### src/rtl/sync_fifo_pkg.sv
// Shared definitions for the sync_fifo slice: boolean constants, the
// occupancy-counter width helper and parameter legality checks used at
// elaboration time by sync_fifo.
package fifo_pkg;

    localparam logic TRUE  = 1'b1;
    localparam logic FALSE = 1'b0;

    // Occupancy must represent 0..DEPTH inclusive, hence one extra bit.
    function automatic int count_width(input int depth);
        return $clog2(depth) + 1;
    endfunction

    function automatic bit depth_ok(input int depth);
        return (depth >= 2) && ((depth & (depth - 1)) == 0);
    endfunction

    function automatic bit af_thresh_ok(input int thresh, input int depth);
        return (thresh >= 1) && (thresh <= depth);
    endfunction

    function automatic bit ae_thresh_ok(input int thresh, input int depth);
        return (thresh >= 0) && (thresh <= depth - 1);
    endfunction

endpackage

### src/rtl/sync_fifo_ram.sv
// DEPTH x WIDTH storage for sync_fifo: one synchronous write port and one
// asynchronous read port. The parent decides whether the read data is
// registered (standard mode) or used directly (first-word-fall-through).
module sync_fifo_ram
    import fifo_pkg::*;
#(
    parameter int WIDTH = 8,
    parameter int DEPTH = 16
) (
    input  logic                     clk,
    input  logic                     we,
    input  logic [$clog2(DEPTH)-1:0] waddr,
    input  logic [WIDTH-1:0]         wdata,
    input  logic [$clog2(DEPTH)-1:0] raddr,
    output logic [WIDTH-1:0]         rdata
);

    logic [WIDTH-1:0] mem_q [DEPTH];

    // Write port: storage is intentionally not reset.
    always_ff @(posedge clk) begin
        if (we) begin
            mem_q[waddr] <= wdata;
        end
    end

    // Asynchronous read port.
    always_comb begin
        rdata = mem_q[raddr];
    end

endmodule

### src/rtl/sync_fifo.sv
// Single-clock FIFO with occupancy count, almost-full/almost-empty
// thresholds, sticky overflow/underflow flags and synchronous flush.
// Define SYNC_FIFO_FWFT_EN for first-word-fall-through reads; otherwise
// dout is registered and valid the cycle after an accepted read.
module sync_fifo
    import fifo_pkg::*;
#(
    parameter int WIDTH     = 8,
    parameter int DEPTH     = 16,
    parameter int AF_THRESH = DEPTH - 4,
    parameter int AE_THRESH = 2
) (
    input  logic                     clk,
    input  logic                     rst_n,
    input  logic                     clr,
    input  logic                     wr_en,
    input  logic [WIDTH-1:0]         din,
    output logic                     full,
    output logic                     almost_full,
    input  logic                     rd_en,
    output logic [WIDTH-1:0]         dout,
    output logic                     empty,
    output logic                     almost_empty,
    output logic [$clog2(DEPTH):0]   count,
    output logic                     overflow,
    output logic                     underflow
);

    localparam int PW = $clog2(DEPTH);
    localparam int CW = count_width(DEPTH);

    if (WIDTH < 1) begin : g_bad_width
        $error("sync_fifo: WIDTH must be at least 1");
    end
    if (!depth_ok(DEPTH)) begin : g_bad_depth
        $error("sync_fifo: DEPTH must be a power of two and at least 2");
    end
    if (!af_thresh_ok(AF_THRESH, DEPTH)) begin : g_bad_af
        $error("sync_fifo: AF_THRESH must lie in 1..DEPTH");
    end
    if (!ae_thresh_ok(AE_THRESH, DEPTH)) begin : g_bad_ae
        $error("sync_fifo: AE_THRESH must lie in 0..DEPTH-1");
    end

    logic [PW-1:0]    wr_ptr_q, wr_ptr_d;
    logic [PW-1:0]    rd_ptr_q, rd_ptr_d;
    logic [CW-1:0]    count_q, count_d;
    logic             overflow_q, overflow_d;
    logic             underflow_q, underflow_d;
    logic             wr_acc, rd_acc;
    logic [WIDTH-1:0] rd_data;

    // Status flags decode from the registered occupancy only, so neither
    // acceptance path sees the opposite request combinationally.
    always_comb begin
        full         = (count_q == CW'(DEPTH));
        empty        = (count_q == '0);
        almost_full  = (count_q >= CW'(AF_THRESH));
        almost_empty = (count_q <= CW'(AE_THRESH));
        count        = count_q;
        overflow     = overflow_q;
        underflow    = underflow_q;
    end

    // Request acceptance; flush overrides both requests.
    always_comb begin
        wr_acc = wr_en && !full && !clr;
        rd_acc = rd_en && !empty && !clr;
    end

    // Next-state for pointers, occupancy and sticky error flags.
    always_comb begin
        wr_ptr_d    = wr_ptr_q;
        rd_ptr_d    = rd_ptr_q;
        count_d     = count_q;
        overflow_d  = overflow_q;
        underflow_d = underflow_q;
        if (clr) begin
            wr_ptr_d    = '0;
            rd_ptr_d    = '0;
            count_d     = '0;
            overflow_d  = FALSE;
            underflow_d = FALSE;
        end else begin
            if (wr_acc) begin
                wr_ptr_d = wr_ptr_q + PW'(1);
            end
            if (rd_acc) begin
                rd_ptr_d = rd_ptr_q + PW'(1);
            end
            unique case ({wr_acc, rd_acc})
                2'b10:   count_d = count_q + CW'(1);
                2'b01:   count_d = count_q - CW'(1);
                default: count_d = count_q;
            endcase
            if (wr_en && full) begin
                overflow_d = TRUE;
            end
            if (rd_en && empty) begin
                underflow_d = TRUE;
            end
        end
    end

    // Control state registers.
    always_ff @(posedge clk or negedge rst_n) begin
        if (!rst_n) begin
            wr_ptr_q    <= '0;
            rd_ptr_q    <= '0;
            count_q     <= '0;
            overflow_q  <= FALSE;
            underflow_q <= FALSE;
        end else begin
            wr_ptr_q    <= wr_ptr_d;
            rd_ptr_q    <= rd_ptr_d;
            count_q     <= count_d;
            overflow_q  <= overflow_d;
            underflow_q <= underflow_d;
        end
    end

    sync_fifo_ram #(
        .WIDTH (WIDTH),
        .DEPTH (DEPTH)
    ) u_ram (
        .clk   (clk),
        .we    (wr_acc),
        .waddr (wr_ptr_q),
        .wdata (din),
        .raddr (rd_ptr_q),
        .rdata (rd_data)
    );

`ifdef SYNC_FIFO_FWFT_EN
    // Head word falls through; meaningless while empty.
    always_comb begin
        dout = rd_data;
    end
`else
    logic [WIDTH-1:0] dout_q, dout_d;

    // Capture the head word only on an accepted read; hold otherwise.
    always_comb begin
        dout_d = rd_acc ? rd_data : dout_q;
    end

    // Registered read data.
    always_ff @(posedge clk or negedge rst_n) begin
        if (!rst_n) begin
            dout_q <= '0;
        end else begin
            dout_q <= dout_d;
        end
    end

    always_comb begin
        dout = dout_q;
    end
`endif

endmodule

### config.mk
export PLATFORM = sky130hd
export DESIGN_NAME = sync_fifo
export DESIGN_NICKNAME = d
export VERILOG_FILES = /design/src/rtl/sync_fifo_pkg.sv /design/src/rtl/sync_fifo_ram.sv /design/src/rtl/sync_fifo.sv
export SDC_FILE = /design/constraint.sdc
export NUM_CORES = 1
export LEC_CHECK = 0
export CAP_MARGIN = 30
export CORE_ASPECT_RATIO = 0.7
export CORE_UTILIZATION = 35
export CTS_CLUSTER_DIAMETER = 60
export DETAILED_ROUTE_END_ITERATION = 6
export HOLD_SLACK_MARGIN = 0.08
export PLACE_DENSITY = 0.51
export SLEW_MARGIN = 5
export SYNTH_ARGS = -nofsm -noshare
export SYNTH_HDL_FRONTEND = slang
export SYNTH_SLANG_ARGS = --single-unit
### constraint.sdc
create_clock -name clk -period 6.1 [get_ports clk]
set_input_delay 0.915 -clock clk [delete_from_list [all_inputs] [get_ports clk]]
set_output_delay 0.915 -clock clk [all_outputs]
set_load 0.02 [all_outputs]
### Word-level counts from Yosys, hierarchy flattened

Memories as Yosys holds them, arrays and structs flattened. A register that Yosys moved wholly into a read port is not among the register bits.
Index checks and enable logic that the tools add are counted.

* add/subtract/negate cells: 4
* multiply operators: 0
* div/mod/pow operators: 0
* order comparisons: 2
* equal/unequal tests: 3
* shifts and indexed selects: 0
* multiplexer cells: 12
* bitwise logic cells: 0
* reductions and logical operators: 16

Operators with widths (count)
* $mux 4: 4
* $pmux 5 s2: 1
* $add 4x1->4 const B: 2
* $reduce_bool 2->1: 4
* $logic_and 1x1->1: 6
* $mux 1: 6
* $add 5x1->5 const B: 1
* $eq 5x5->1 const B: 1
* $ge 5x4->1 const B: 1
* $le 5x2->1 const B: 1
* $logic_not 5->1: 1
* $mux 5: 1
* $sub 5x1->5 const B: 1
* $logic_not 1->1: 4
* $reduce_bool 3->1: 1
* $eq 2x1->1 const B: 1
* $eq 2x2->1 const B: 1

* register bits: 15
* latch bits: 0
* memory bits (writable): 128
* memory bits (read-only): 0
* input bits: 13
* output and inout port bits: 19
* word-level logic and storage cells: 43
* memories: 1

Memory list
* u_ram.mem_q: words 16, width 8, rd ports 1, clocked after memory_dff 1, write ports 1, RTL line sync_fifo_ram.sv:18 `logic [WIDTH-1:0] mem_q [DEPTH];`

### Longest topological paths before layout

Gate-level depths: netlist (run 1).

* depth in word-level cells: 7
* gate-level depth with buffers: 11
* mapped depth without buffers: 9

### Modules after synthesis

A second synthesis (run 1) with hierarchy kept.

* cell total of the unflattened synthesis: 343
* area total of the unflattened synthesis: 6276.0 µm²

Modules (own cells, without submodules)
* sync_fifo_ram: instances 1, cells an instance 221, area an instance 4987.3 µm², seq. area each 3843.7 µm²
* sync_fifo: instances 1, cells an instance 122, area an instance 1288.7 µm², seq. area each 575.6 µm²

### Worst setup path after synthesis (run 1)

No wires, ideal clock.

* path type: register to output
* start: reg count_q[2], in the netlist count[2]
* end: out almost_empty
* data arrival time: 1.813 ns
* data required time: 5.185 ns
* slack: 3.372 ns
* cell stages (with the launch flop): 3
* path buffers: 1
* path through: dfrtp_1 -> clkbuf_1 -> a2111oi_0

* word-level cells in the longest chain between the ends: 1

RTL lines
* from (decl): RTL line sync_fifo.sv:47 `logic [CW-1:0] count_q, count_d;`
* from (signal assigned): RTL line sync_fifo.sv:116 `count_q <= count_d;`
* $le 5x2->1: RTL line sync_fifo.sv:59 `almost_empty = (count_q <= CW'(AE_THRESH));`
* to (decl): RTL line sync_fifo.sv:23 `output logic almost_empty,`

Every way passes these cells.

### Final worst setup path (run 1)

* start: in clr
* end: reg count_q[4], in the netlist count[4]

* word-level cells in the longest chain between the ends: 5
* elaborated cells between the ends (all ways): 8
* classes of those cells: eq/ne (2); mux (2); reduce/logical (4)

RTL lines
* from (decl): RTL line sync_fifo.sv:15 `input logic clr,`
* $logic_not 1->1: RTL line sync_fifo.sv:67, sync_fifo.sv:68
* $logic_and 1x1->1, on equally long branches: RTL line sync_fifo.sv:68, sync_fifo.sv:67
* $eq 2x1->1 or $eq 2x2->1 (tied branches): RTL line sync_fifo.sv:91 `unique case ({wr_acc, rd_acc})`
* $pmux 5 s2: RTL line sync_fifo.sv:91
* $mux 5: RTL line sync_fifo.sv:78 `if (clr) begin`

Parallel ways exist; a longest one is shown, timed or not.
A chain may end at the register's enable or synchronous reset.

==> run_results.csv, run 1 <==
group,metric,value,unit
worst_hold_path,timing.hold.worst.class,"flip-flop to flip-flop",
timing,whs,500.5,ps
die,std_cell_rows,40,
route,detailroute.via_count,3377,
timing,slew_viol_final,0,
placement,placed_area,6914,µm²
global_route,grt_usage,0.1615,
timing,achievable-frequency,282.6,MHz
synth,flop_and_latch_count_out_of_synthesis,151,
route,post_drt_wl_per_cell,21.21,µm
finish,layout-drive-gt1-share,0.2053,
clock_tree,tritoncts_clock_tree,"built",
worst_setup_path,setup.worst_path.class,"primary input to flip-flop",
route,drtPass1Iterations,4,
finish,n_fill_cell,1553,
timing,final.setup.tns,0,ps
run,cap_violations,0,
synth,share_of_synthesized_area_occupied_by_flip_flops_and_latches,0.6987,
synth,synth-edff-count,128,
finish,layout.cells.most_common,"edfxtp_1",
worst_setup_path,cp_data_required_time,6440,ps
die,floorplan.die_area,18620,µm²
power_and_ir_drop,p_per_area,377.0,nW/µm²
clock_tree,clockBufferDepth,2,
timing,unrepaired_setup_endpoints_after_global_routing,"false",
synth,post_synth_mux_area_share,0.1458,
route,first_iter_violations,272,
finish,antenna_cells_inserted,0,
synth,synthDominantCellAreaShare,0.6077,
synth,post_synthesis_cell_count,366,
global_route,grt_antenna_before_repair,0,
power_and_ir_drop,cellLeakagePower,0.002447,µW
synth,synth.lib_cells_used.distinct,48,
clock_tree,tritoncts.num_buffers,17,
synth,synth_compound_gate_area_share,0.05163,
die,die_span_in_y,114.5,µm
synth,synth_top_cell_by_area,"edfxtp_1",
route,detail-route-antenna-nets,0,
placement,buffers_added_on_ports,31,
clock_tree,postCtsHoldBufs,0,
clock_tree,numClockSinks,151,
timing,worst_clock_skew,10.24,ps
placement,globalplace.congestion,0.7676,
route,avgViaCountPerCell,5.195,
global_route,first_pass_grt_wire_length,21330,µm
synth,postSynth.topFlopCell,"edfxtp_1",
finish,fin_nets,426,
clock_tree,worst_skew_pair.late_latency,420,ps
clock_tree,clkTransAtPathRegs,70,ps
global_route,overflow,0,
die,floorplan.io_pins,32,
synth,synth_fp_nets,386,
worst_setup_path,critical_path.startpoint,"clr",
worst_setup_path,cp_data_arrival_time,3880,ps
timing,final_setup_violations,0,
die,core_area,17420,µm²
timing,final-hold-violation-count,0,
synth,asyncSetResetFlopFracSynth,0.1523,
worst_setup_path,rrSetupSlack,2820,ps
clock_tree,post_cts_resize_count,0,
worst_setup_path,worstPathMaxFanout,23,
synth,dominant_combinational_cell_family_by_area_after_synthesis,"multiplexers",
timing,max-slew-margin-rel,0.3444,
global_route,vias_in_the_first_global_route,3455,
placement,detailed_place_hpwl,8810,µm
clock_tree,postCtsSetupRepairBufs,0,
clock_tree,htreeDepth,4,
worst_setup_path,ff2ff_path_depth,9,
power_and_ir_drop,power.ir.vdd_worst,0.0001502,V
timing,final.period_utilization,0.5801,
finish,layout_common_cells,"128 x edfxtp_1, 32 x mux4_2, 31 x clkdlybuf4s50_1",
synth,synth_area,6325,µm²
synth,synth_warnings,0,
worst_setup_path,cp-end-kind,"flip-flop",
route,route.final.wire_length,13780,µm
finish,area_growth,18.65,%
synth,synthAdderAreaFrac,0.01385,
die,die_span_in_x,162.7,µm
timing,time_the_final_worst_path_needs_with_i_o_delays_and_setup,3539,ps
worst_setup_path,startpoint_type,"primary input",
worst_setup_path,worst_setup_path_endpoint,"count[4]",
run_status,run_status,"complete, no violations",
synth,synth-simple-area-share,0.06034,
synth,synth_top_cells_by_area,"edfxtp_1 61%, mux4_2 11%, dfrtp_1 9.1%",
synth,synth-xor-area-share,0.008309,
global_route,grt_start_max_net_pins,35,
worst_setup_path,worstReg2RegStart,"count[1]",
finish,post-route-cell-area,7505,µm²
timing,worst_slew_pin_slew,979.8,ps
synth,post_synth.cell_area_avg,17.28,µm²
route,drc,0,
clock_tree,ctsRootBufferMaster,"clkbuf_16",
worst_setup_path,r2r-end,"count[4]",
die,initial_utilization,0.3631,
[cells by family after synthesis]
family                     count (synthesis)
muxes                                     52
AOI/OAI and AO/OA                         46
adders and majority gates                  7
DFF                                      151
and+or+nand+nor                           75
buffers and inverters                     29
xor gates and xnor gates                   6
[worst min path at each step]
stage / from / to / cells past startpoint
4_1_cts: overflow / overflow / 2
5_1_grt: overflow / overflow / 2
6_report: overflow / overflow / 2
3_3_place_gp: overflow / overflow / 2
3_5_place_dp: overflow / overflow / 2
2_1_floorplan: wr_ptr_q[1] / wr_ptr_q[1] / 2
[critical path, stage by stage]
cell and delay [ps]:
clkdlybuf4s50_1 1010, nor2b_1 180, o21ai_1 450, nor2_1 170, xor2_1 170, ha_1 250
nor3_1 70, o211a_1 160, or3_1 340, o211ai_1 170
[sequential cells by signal, indices dropped and copies added, names as in the netlist]
| signal | cells |
|---|---|
| u_ram.mem_q | 128 |
| dout | 8 |
| rd_ptr_q | 4 |
| overflow | 1 |
| wr_ptr_q | 4 |
| count | 5 |
| underflow | 1 |
[synth_stat cells (5+ instances only)]
| library cell | number |
|---|---|
| edfxtp_1 | 128 |
| mux4_2 | 32 |
| nor2_1 | 28 |
| dfrtp_1 | 23 |
| mux2i_1 | 19 |
| clkbuf_1 | 14 |
| nand2_1 | 13 |
| a21oi_1 | 10 |
| o221ai_1 | 8 |
| ha_1 | 7 |
| buf_2 | 6 |
| nand2b_1 | 6 |
| o21ai_0 | 6 |
| inv_1 | 5 |
[metrics by stage]
stage	setup slack, ps	util	cells	total power, µW
floorplan	3373	-	366	1645
global placement	2174	0.3954	611	1868
detailed placement	2072	0.3970	612	1884
CTS	2510	0.4281	644	2860
global route	2275	0.4309	650	2956
finish	2561	0.4309	650	2829
[layout make-up]
type | count | area [µm²] | area share
multi-input cells | 186 | 1795 | 0.2392
clock buffers | 17 | 425.4 | 0.05669
repair buffers | 45 | 439.2 | 0.05852
clock inverters | 15 | 116.4 | 0.01551
inverters | 5 | 18.77 | 0.002501
flip-flops and latches | 151 | 4420 | 0.5890
well taps | 231 | 289.0 | 0.03851
[layer usage]
| metal | global-route usage | up-vias | part of all wire |
|---|---|---|---|
| met1 | 0.2341 | 1762 | 0.50 |
| met3 | 0.03549 | 10 | 0.037 |
| li1 | - | 1537 | - |
| met2 | 0.2413 | 68 | 0.46 |
| met5 | 0 | - | 0 |
| met4 | 0.05296 | 0 | 0.0078 |
[where the power goes]
group | switching [µW] | total (µW) | internal [µW]
combinational | 327 | 589 | 262
clock | 445 | 974 | 529
sequential | 85.3 | 1270 | 1180
No activity file was read; power rests on OpenSTA's default activity.
==> run 2, diff against run 1 <==
PLACE_DENSITY = 0.53   (was 0.51)
clock period = 3.1 ns   (was 6.1 ns; I/O delays follow)
==> run 2 against run 1 <==
  * Worst hold slack worse by 89 ps
  * Via count up 2.8%
  * Die area unchanged
  * Power up 100%
  * Critical path type is now flip-flop to primary output
  * Core utilization up 0.70 points
  * Final area up 1.6%
  * First-iteration DRC count down 25%
  * Largest cell class unchanged
  * Routed wire length up 0.88%
  * Sequential cell count unchanged
  * Sequential power up 94%
  * Register-to-register slack worse by 2300 ps
==> run_results.csv, run 2 (synthesis results as in run 1) <==
group,metric,value,unit
route,drc,0,
clock_tree,ctsRootBufferMaster,"clkbuf_16",
die,floorplan.io_pins,32,
placement,detailedPlace.worstSlack,423.3,ps
worst_setup_path,largest_incremental_delay_on_the_critical_path,620,ps
worst_setup_path,path_cells,"or4_4 > nor2_1 > clkdlybuf4s50_1",
route,detail-route-antenna-nets,0,
worst_setup_path,cp_data_required_time,2630,ps
power_and_ir_drop,power,5648,µW
finish,antenna_cells_inserted,0,
finish,layout.cells.most_common,"edfxtp_1",
global_route,grt_usage,0.1620,
die,die_span_in_x,162.7,µm
clock_tree,numClockSinks,151,
finish,max_reg_flops,128,
clock_tree,clockBufferDepth,2,
global_route,first_pass_grt_wire_length,21220,µm
route,post_drt_wl_per_cell,20.91,µm
clock_tree,post_cts_resize_count,0,
worst_setup_path,cpMaxStageDelayCell,"clkdlybuf4s50_1",
global_route,grt_antenna_before_repair,0,
power_and_ir_drop,power.ir.vdd_worst,0.0003362,V
worst_setup_path,worstPathMaxFanout,14,
timing,unrepaired_setup_endpoints_after_global_routing,"false",
power_and_ir_drop,p_per_area,740.7,nW/µm²
finish,regMostFlops,"u_ram.mem_q",
worst_setup_path,cp-end-kind,"primary output",
finish,layout_common_cells,"128 x edfxtp_1, 32 x mux4_2, 31 x clkdlybuf4s50_1",
route,first_iter_violations,204,
die,floorplan.die_area,18620,µm²
timing,slew_viol_final,0,
finish,area_growth,20.57,%
clock_tree,htreeDepth,4,
die,die_span_in_y,114.5,µm
worst_setup_path,cp_data_arrival_time,2290,ps
route,route.final.wire_length,13910,µm
timing,max-slew-margin-rel,0.4218,
die,std_cell_rows,40,
run_status,run_status,"complete, no violations",
timing,time_the_final_worst_path_needs_with_i_o_delays_and_setup,2757,ps
global_route,overflow,0,
power_and_ir_drop,cellLeakagePower,0.002535,µW
timing,final_setup_violations,0,
finish,fin_nets,441,
finish,multi_input_comb_area,1795,µm²
timing,worst_clock_skew,7.529,ps
clock_tree,clkTransAtPathRegs,60,ps
clock_tree,tritoncts_clock_tree,"built",
timing,achievable-frequency,362.7,MHz
global_route,vias_in_the_first_global_route,3474,
timing,final_setup_margin,343.2,ps
clock_tree,postCtsHoldBufs,0,
clock_tree,tritoncts.num_buffers,17,
timing,final-hold-violation-count,0,
route,detailroute.via_count,3473,
worst_setup_path,setup.worst_path.class,"flip-flop to primary output",
clock_tree,worst_skew_pair.late_latency,420,ps
placement,number_of_cells_after_detailed_placement,633,
global_route,grt_start_max_net_pins,35,
finish,n_fill_cell,1546,
die,core_area,17420,µm²
timing,worst_slew_pin_slew,867.3,ps
placement,buffers_added_on_ports,31,
worst_hold_path,timing.hold.worst.class,"primary input to asynchronous set/reset pin",
timing,final.setup.tns,0,ps
finish,final_cells,665,
finish,layout-drive-gt1-share,0.2212,
clock_tree,postCtsSetupRepairBufs,0,
placement,detailed_place_hpwl,8974,µm
run,cap_violations,0,
placement,globalplace.congestion,0.8327,
worst_setup_path,startpoint_type,"flip-flop",
route,drtPass1Iterations,4,
timing,final.period_utilization,0.8893,
die,initial_utilization,0.3631,
timing,whs,411.7,ps
finish,final-seq-area,4420,µm²
route,avgViaCountPerCell,5.223,
run 2: cell types whose count changed in the layout (fill, tap and decap cells not counted), sizes merged:
cell,delta
buf,+15
bufinv,+2
inv,-8
clkinv,+4
clkbuf,+5
clkinvlp,-3
run 2: per-layer routing:
metal  routed length [µm]  global-route usage  share of wire  vias to the layer above
met5                    0                   0              0                        -
met4                  197             0.06667          0.014                        0
met3                  508             0.03332          0.037                       17
met2                 6146              0.2330           0.44                       74
met1                 7052              0.2389           0.51                     1811
li1                     -                   -              -                     1571
run 2: worst max-delay path, delay by kind of cell (launching register included):
family / cells / cell delay, ps
buf+inv: 1 / 620
flops: 1 / 500
simple gates: 2 / 750
run 2: path summary, 6_finish.rpt:
| kind | depth (start not counted) | to | slack [ps] | startpoint |
|---|---|---|---|---|
| setup / recovery | 3 | empty | 340 | count[3] |
| hold / removal | 2 | count[1] | 410 | rst_n |
| setup reg to reg | 9 | count[4] | 550 | count[3] |
| hold reg to reg | 2 | dout[3] | 500 | dout[3] |
| max in group asynchronous | 2 | rd_ptr_q[2] | 2410 | rst_n |
| min in group clk | 2 | dout[3] | 500 | dout[3] |
run 2: cell type report:
class                           instances  share of cell area
Sequential cell                       151              0.5797
Multi-Input combinational cell        186              0.2354
Timing Repair Buffer                   60             0.07252
Clock buffer                           22             0.05824
Tap cell                              231             0.03790
Clock inverter                         10             0.01378
Inverter                                5            0.002461
run 2: power by group:
part	leakage [µW]	internal (µW)	switching [µW]
logic	0.000809	556	708
clock network	0.000271	1170	754
registers	0.00145	2320	132
run 2: through the flow:
stage	util	cell area, µm²
after global placement	0.4063	7077
final	0.4379	7626
after floorplan	-	6325
after detailed placement	0.4063	7077
after CTS	0.4379	7626
after global routing	0.4379	7626
==> run 3, diff against run 2 <==
SLEW_MARGIN = 20   (was 5)
==> results of run 3 <==
The final DEF is identical to that of run 2; final timing and power are the same.
